<file path="src/rtl/bus_arbiter_rr_pkg.sv">
// Shared types and constants for the round-robin slave-bus arbiter.
package g20_arb_pkg;

  typedef enum logic [1:0] {
    ST_IDLE    = 2'd0,
    ST_BUSY    = 2'd1,
    ST_RELEASE = 2'd2
  } arb_state_e;

  localparam int DEF_NUM_MSTR = 4;
  localparam int DEF_TIMEOUT  = 16;
  localparam int ADDR_W       = 48;
  localparam int DATA_W       = 16;
  localparam int CNT_W        = 8;

endpackage

</file>
<file path="src/rtl/bus_arbiter_rr_if.sv">
// Master-side request/grant bundle plus the shared slave bus.
interface bus_arbiter_rr_if
  import g20_arb_pkg::*;
#(
  parameter int NUM_MSTR = DEF_NUM_MSTR
) ();

  // Handshake: a master holds request high until it sees its Xend_mstr pulse;
  // itsyours marks the owner, the slave ends a transfer with a one-cycle Xend.
  logic [NUM_MSTR-1:0]             request;
  logic [NUM_MSTR-1:0]             itsyours;
  logic [NUM_MSTR-1:0]             Xend_mstr;
  logic [NUM_MSTR-1:0][ADDR_W-1:0] QmAddr;
  logic [NUM_MSTR-1:0][DATA_W-1:0] mdout;
  logic [NUM_MSTR-1:0][DATA_W-1:0] Mdin;
  logic [ADDR_W-1:0]               Adr;
  logic [DATA_W-1:0]               dataIn;
  logic [DATA_W-1:0]               dbus_out;
  logic                            select_slave;
  logic                            Xend;
  logic                            timeout_err;

  // Arbiter side: it masters the shared slave bus.
  modport master (
    input  request, QmAddr, mdout, dbus_out, Xend,
    output itsyours, Xend_mstr, Mdin, Adr, dataIn, select_slave, timeout_err
  );

  // Environment side: bus masters plus the slave.
  modport slave (
    output request, QmAddr, mdout, dbus_out, Xend,
    input  itsyours, Xend_mstr, Mdin, Adr, dataIn, select_slave, timeout_err
  );

endinterface

</file>
<file path="src/rtl/bus_arbiter_rr_pick.sv">
// Round-robin winner search: first set request at or above i_ptr, wrapping.
module rr_pick #(
  parameter int NUM_MSTR = 4,
  parameter int PW       = 2
) (
  input  logic [NUM_MSTR-1:0] i_req,
  input  logic [PW-1:0]       i_ptr,
  output logic [PW-1:0]       o_winner,
  output logic                o_valid
);

  logic [PW-1:0] w_idx;

  // Scan from the farthest offset down so the nearest requester is written last.
  always_comb begin
    o_winner = '0;
    o_valid  = 1'b0;
    w_idx    = '0;
    for (int i = NUM_MSTR - 1; i >= 0; i--) begin
      w_idx = PW'((int'(i_ptr) + i) % NUM_MSTR);
      if (i_req[w_idx]) begin
        o_valid  = 1'b1;
        o_winner = w_idx;
      end
    end
  end

endmodule

</file>
<file path="src/rtl/bus_arbiter_rr.sv">
// Round-robin arbiter granting one of NUM_MSTR masters the single slave bus,
// with transfer timeout and abort-on-request-drop.
module bus_arbiter_rr
  import g20_arb_pkg::*;
#(
  parameter int NUM_MSTR = DEF_NUM_MSTR,
  parameter int TIMEOUT  = DEF_TIMEOUT
) (
  input  logic                        Qclock,
  input  logic                        BusReset,
  bus_arbiter_rr_if.master            bus,
  output arb_state_e                  o_dbg_state,
  output logic [$clog2(NUM_MSTR)-1:0] o_dbg_rr_ptr
);

  localparam int              PW      = $clog2(NUM_MSTR);
  localparam logic [CNT_W-1:0] TO_LAST = CNT_W'(TIMEOUT - 1);

  arb_state_e          r_state, w_state_nxt;
  logic [PW-1:0]       r_rr_ptr, w_ptr_nxt;
  logic [PW-1:0]       r_winner, w_winner_nxt;
  logic [CNT_W-1:0]    r_cnt, w_cnt_nxt;
  logic [NUM_MSTR-1:0] r_itsyours, w_grant_nxt;
  logic [NUM_MSTR-1:0] r_xend_mstr, w_xend_nxt;
  logic                r_select, w_sel_nxt;
  logic                r_timeout_err, w_to_nxt;

  logic [PW-1:0]       w_pick;
  logic                w_pick_valid;
  logic [NUM_MSTR-1:0] w_pick_oh;
  logic [NUM_MSTR-1:0] w_win_oh;
  logic [PW-1:0]       w_ptr_adv;

  rr_pick #(.NUM_MSTR(NUM_MSTR), .PW(PW)) u_pick (
    .i_req    (bus.request),
    .i_ptr    (r_rr_ptr),
    .o_winner (w_pick),
    .o_valid  (w_pick_valid)
  );

  assign w_pick_oh = NUM_MSTR'(1) << w_pick;
  assign w_win_oh  = NUM_MSTR'(1) << r_winner;
  assign w_ptr_adv = PW'((int'(r_winner) + 1) % NUM_MSTR);

  always_ff @(posedge Qclock or negedge BusReset) begin
    if (!BusReset) begin
      r_state       <= ST_IDLE;
      r_rr_ptr      <= '0;
      r_winner      <= '0;
      r_cnt         <= '0;
      r_itsyours    <= '0;
      r_xend_mstr   <= '0;
      r_select      <= 1'b0;
      r_timeout_err <= 1'b0;
    end else begin
      r_state       <= w_state_nxt;
      r_rr_ptr      <= w_ptr_nxt;
      r_winner      <= w_winner_nxt;
      r_cnt         <= w_cnt_nxt;
      r_itsyours    <= w_grant_nxt;
      r_xend_mstr   <= w_xend_nxt;
      r_select      <= w_sel_nxt;
      r_timeout_err <= w_to_nxt;
    end
  end

  // Every exit from BUSY clears grant/select and advances the pointer; slave
  // Xend beats a request drop, which beats the timeout.
  always_comb begin
    w_state_nxt  = r_state;
    w_ptr_nxt    = r_rr_ptr;
    w_winner_nxt = r_winner;
    w_cnt_nxt    = r_cnt;
    w_grant_nxt  = r_itsyours;
    w_sel_nxt    = r_select;
    w_xend_nxt   = '0;
    w_to_nxt     = 1'b0;
    case (r_state)
      ST_IDLE: begin
        w_cnt_nxt = '0;
        if (w_pick_valid) begin
          w_state_nxt  = ST_BUSY;
          w_winner_nxt = w_pick;
          w_grant_nxt  = w_pick_oh;
          w_sel_nxt    = 1'b1;
        end
      end
      ST_BUSY: begin
        w_cnt_nxt = r_cnt + 1'b1;
        if (bus.Xend || !bus.request[r_winner] || (r_cnt == TO_LAST)) begin
          w_state_nxt = ST_RELEASE;
          w_grant_nxt = '0;
          w_sel_nxt   = 1'b0;
          w_ptr_nxt   = w_ptr_adv;
          w_cnt_nxt   = '0;
          if (bus.Xend) begin
            w_xend_nxt = w_win_oh;
          end else if (bus.request[r_winner]) begin
            w_xend_nxt = w_win_oh;
            w_to_nxt   = 1'b1;
          end
        end
      end
      ST_RELEASE: begin
        w_state_nxt = ST_IDLE;
        w_cnt_nxt   = '0;
      end
      default: begin
        w_state_nxt = ST_IDLE;
        w_grant_nxt = '0;
        w_sel_nxt   = 1'b0;
      end
    endcase
  end

  always_comb begin
    bus.Adr    = '0;
    bus.dataIn = '0;
    bus.Mdin   = '0;
    if (r_state == ST_BUSY) begin
      bus.Adr            = bus.QmAddr[r_winner];
      bus.dataIn         = bus.mdout[r_winner];
      bus.Mdin[r_winner] = bus.dbus_out;
    end
  end

  assign bus.itsyours     = r_itsyours;
  assign bus.Xend_mstr    = r_xend_mstr;
  assign bus.select_slave = r_select;
  assign bus.timeout_err  = r_timeout_err;
  assign o_dbg_state      = r_state;
  assign o_dbg_rr_ptr     = r_rr_ptr;

endmodule
</file>
<file path="src/flat_wrapper.sv">
// flat-port wrapper written by rule: the top's interface ports become plain ports
module bus_arbiter_rr_flat import g20_arb_pkg::*;
#(
  parameter int NUM_MSTR = DEF_NUM_MSTR,
  parameter int TIMEOUT  = DEF_TIMEOUT
)
  (Qclock, BusReset, o_dbg_state, o_dbg_rr_ptr, bus_request, bus_QmAddr, bus_mdout, bus_dbus_out, bus_Xend, bus_itsyours, bus_Xend_mstr, bus_Mdin, bus_Adr, bus_dataIn, bus_select_slave, bus_timeout_err);
  bus_arbiter_rr_if #(.NUM_MSTR(NUM_MSTR)) bus_i ();
  input  logic Qclock;
  input  logic BusReset;
  output arb_state_e o_dbg_state;
  output logic [$clog2(NUM_MSTR)-1:0] o_dbg_rr_ptr;
  input wire logic [$bits(bus_i.request)-1:0] bus_request;
  input wire logic [$bits(bus_i.QmAddr)-1:0] bus_QmAddr;
  input wire logic [$bits(bus_i.mdout)-1:0] bus_mdout;
  input wire logic [$bits(bus_i.dbus_out)-1:0] bus_dbus_out;
  input wire logic [$bits(bus_i.Xend)-1:0] bus_Xend;
  output wire logic [$bits(bus_i.itsyours)-1:0] bus_itsyours;
  output wire logic [$bits(bus_i.Xend_mstr)-1:0] bus_Xend_mstr;
  output wire logic [$bits(bus_i.Mdin)-1:0] bus_Mdin;
  output wire logic [$bits(bus_i.Adr)-1:0] bus_Adr;
  output wire logic [$bits(bus_i.dataIn)-1:0] bus_dataIn;
  output wire logic [$bits(bus_i.select_slave)-1:0] bus_select_slave;
  output wire logic [$bits(bus_i.timeout_err)-1:0] bus_timeout_err;
  assign bus_i.request = bus_request;
  assign bus_i.QmAddr = bus_QmAddr;
  assign bus_i.mdout = bus_mdout;
  assign bus_i.dbus_out = bus_dbus_out;
  assign bus_i.Xend = bus_Xend;
  assign bus_itsyours = bus_i.itsyours;
  assign bus_Xend_mstr = bus_i.Xend_mstr;
  assign bus_Mdin = bus_i.Mdin;
  assign bus_Adr = bus_i.Adr;
  assign bus_dataIn = bus_i.dataIn;
  assign bus_select_slave = bus_i.select_slave;
  assign bus_timeout_err = bus_i.timeout_err;
  bus_arbiter_rr #(.NUM_MSTR(NUM_MSTR), .TIMEOUT(TIMEOUT)) u_core (.Qclock(Qclock), .BusReset(BusReset), .bus(bus_i), .o_dbg_state(o_dbg_state), .o_dbg_rr_ptr(o_dbg_rr_ptr));
endmodule
</file>
<file path="config.mk">
export PLATFORM = sky130hd
export DESIGN_NAME = bus_arbiter_rr_flat
export DESIGN_NICKNAME = d
export VERILOG_FILES = /design/src/rtl/bus_arbiter_rr_pkg.sv /design/src/rtl/bus_arbiter_rr_if.sv /design/src/rtl/bus_arbiter_rr_pick.sv /design/src/rtl/bus_arbiter_rr.sv /design/src/flat_wrapper.sv
export SDC_FILE = /design/constraint.sdc
export NUM_CORES = 1
export LEC_CHECK = 0
export CAP_MARGIN = 30
export CORE_AREA = 2 2 165 167
export DETAILED_ROUTE_END_ITERATION = 12
export DIE_AREA = 0 0 167 169
export SYNTH_ARGS = -nofsm -noshare
export SYNTH_HDL_FRONTEND = slang
export SYNTH_SLANG_ARGS = --single-unit
</file>
<file path="constraint.sdc">
create_clock -name Qclock -period 3 [get_ports Qclock]
set_input_delay 0.6 -clock Qclock [delete_from_list [all_inputs] [get_ports Qclock]]
set_output_delay 0.6 -clock Qclock [all_outputs]
set_load 0.05 [all_outputs]
</file>
==> reports/results.tsv, run 1 <==
metric	value	unit
tightestPinTransition	862	ps
endpoint_kind	output pin	
vias	4704	
synth_area_leaders	mux4_2 39%, dfrtp_1 16%, and2_1 11%	
syn_inst	352	
ant_nets	0	
cts_tree	built	
antenna_found_initial	6	
placed_area	8760	sq um
fin_crit	2840	ps
setup_viol	0	
critical-path-top-delay-family	flip-flops	
arrival	2240	ps
synth_top_area_cell	mux4_2	
critPathSlowestCell	dfrtp_4	
die_h	169	um
io_buffers	420	
drv_slew	0	
cap_violations	0	
worstSkewPairLatency	260	ps
synthesis.area	3730	sq um
wl	23000	um
path_class	reg -> out	
synth-compound-area-share	6.30	%
synth-async-reset-ratio	100	%
drive_gt1_share	29.4	%
final_cells	1097	
finalCritPeriodShare	94.7	%
grt_pass1_vias	4752	
cp_max_fo	28	
grt_max_degree	82	
track_usage	15.3	%
synth_edf_count	0	
cts-buffers-inserted	3	
routed_via_density	4.29	
die_w	167	um
core_region_area	26500	sq um
start_util	14.1	%
regToRegEndpoint	u_core.o_dbg_rr_ptr[1]	
relSlewSlack	42.4	%
overflow	0	
clk_path_buf_depth	2	
hp-class	reg -> reg	
synth_top_area_share	39.2	%
fin_total_pwr	7.48	mW
root_buffer	clkbuf_16	
critPathLaunch	u_core.r_winner[0]	
postLayoutCoreUtil	33.5	%
synthesis.nets	636	
cp-start-kind	flop	
cp_cell_sequence	ha_1 -> and3_1 -> buf_12	
grt_first_pass_wirelength	32800	um
finalNetCount	1037	
slowest_delay	790	ps
drc	0	
whs	548	ps
hpwl	19500	um
status	complete, no violations	
peakVddDrop	0.649	mV
worst_slack	160	ps
p_leak	3.62	nW
drt_first_pass_iters	4	
post-place-cells	1089	
dieArea	28200	sq um
clkTransAtPathRegs	60	ps
place.gp.congestion	0.887	
synthFlopType	dfrtp_1	
worst_ep_required_time	2400	ps
finalSetupTns	0	ps
skew	1.65	ps
path_buf_inv	1	
synth_top_family_by_area	multiplexers	
cts_sinks	24	
muxShareOfSynthArea	40.6	%
yosysWarnings	0	
ys_ff_latch	24	
cp-endpoint	bus_Mdin[61]	
yosys.area_share.simple	28.7	%
wire_per_inst	21.0	um
postCtsResizedCells	0	
max_freq	352	MHz
post_synth_xor_area_fraction	0.235	%
pin_count	421	
synth_seq_area_share	16.1	%
pre_cts_ws	385	ps
fin_area	8880	sq um
hold_violations	0	
drt-initial-drc-count	212	
synth_area_per_cell	10.6	sq um
post_cts.repair.setup_buffers	0	
timing.rr.start	u_core.r_winner[1]	
cp.depth	3	
rows	60	
synth.distinct_cells	40	
r2r_cells	5	
postCtsHoldBufs	0	
syn_to_final_growth	138	%
r2r_slack	870	ps
rsz0062_at_grt	no	
synthAdderAreaFrac	1.68	%
pwr_density_cell	843	nW/um^2
htree_levels	1	
[layout by cell type, fill, tap and decap left out, drive strengths merged, types with 6 or more instances in the layout]
cell           count
nand2             17
and3              65
buf              141
clkdlybuf4s50    292
o21ai              6
inv                6
dfrtp             24
and2              68
nor2               7
mux4              65
a31oi              8
[worst min-delay path by stage]
stage	end	slack, ps	from	cells after the start
final	u_core.bus.itsyours[2]	550	u_core.bus.itsyours[2]	2
after global routing	u_core.bus.itsyours[2]	570	u_core.bus.itsyours[2]	2
after CTS	u_core.r_cnt[2]	540	u_core.r_cnt[2]	1
after detailed placement	u_core.r_cnt[2]	530	u_core.r_cnt[2]	1
after global placement	u_core.r_cnt[2]	520	u_core.r_cnt[2]	1
after floorplan	u_core.bus.Xend_mstr[0]	300	BusReset	0
[worst register-to-register path, delay by kind of cell, from the launching register on]
family	cells	cell delay, ps
compound gates	2	430
buf+inv	1	280
flops	1	620
mux	2	690
[cells in the mapped netlist (4+ instances only)]
cell      instances
and2_1           68
and3_1           65
mux4_2           65
dfrtp_1          24
clkbuf_1         20
nand2_1          17
buf_2            11
a31oi_1           8
nor2_1            7
inv_1             6
o21ai_0           6
ha_1              5
nand2b_1          5
nand3_1           5
buf_6             4
mux2i_1           4
o32ai_1           4
[final cells by class]
type,instances,area (sq um)
antenna,4,10.0
clock buffer,3,75.1
clock inverter,1,30.0
fill,2689,17600
inverter,6,22.5
multi-input combinational,285,2900
sequential,24,608
tap,341,427
timing repair buffer,433,4810
[power breakdown]
group	internal, mW	switching, mW	total, mW
sequential	0.406	0.234	0.640
combinational	2.77	3.70	6.46
clock	0.265	0.114	0.379
[layer usage]
metal	part of all wire, %	wire length, um	vias up	GRT usage [%]
met2	48	11000	231	25.3
met3	8.8	2020	20	4.61
met1	42	9630	2299	20.1
li1	-	-	2154	-
met5	0	0	-	0
met4	1.8	424	0	2.70
[registers in the layout, summed over array words and instances, names as in the netlist]
| register | cells |
|---|---|
| u_core.r_cnt | 8 |
| u_core.bus.Xend_mstr | 4 |
| u_core.bus.itsyours | 4 |
| u_core.o_dbg_rr_ptr | 2 |
| u_core.o_dbg_state | 2 |
| u_core.r_winner | 2 |
| u_core.bus.select_slave | 1 |
| u_core.bus.timeout_err | 1 |
[logic make-up (layout without fill, tap and decap cells)]
family	after synthesis	in the layout
AO/OA/AOI/OAI	30	30
XOR/XNOR	1	1
adder cells (fa/ha/maj)	5	5
buffers and inverters	43	443
flip-flops	24	24
multiplexers	70	70
other	0	4
AND/OR/NAND/NOR	179	179
(Power assumes the default switching activity.)
==> inputs of run 2 (changes only) <==
- CAP_MARGIN: 30 -> 20
==> results of run 2 <==
No change in the layout: final DEF, timing and power equal those of run 1.
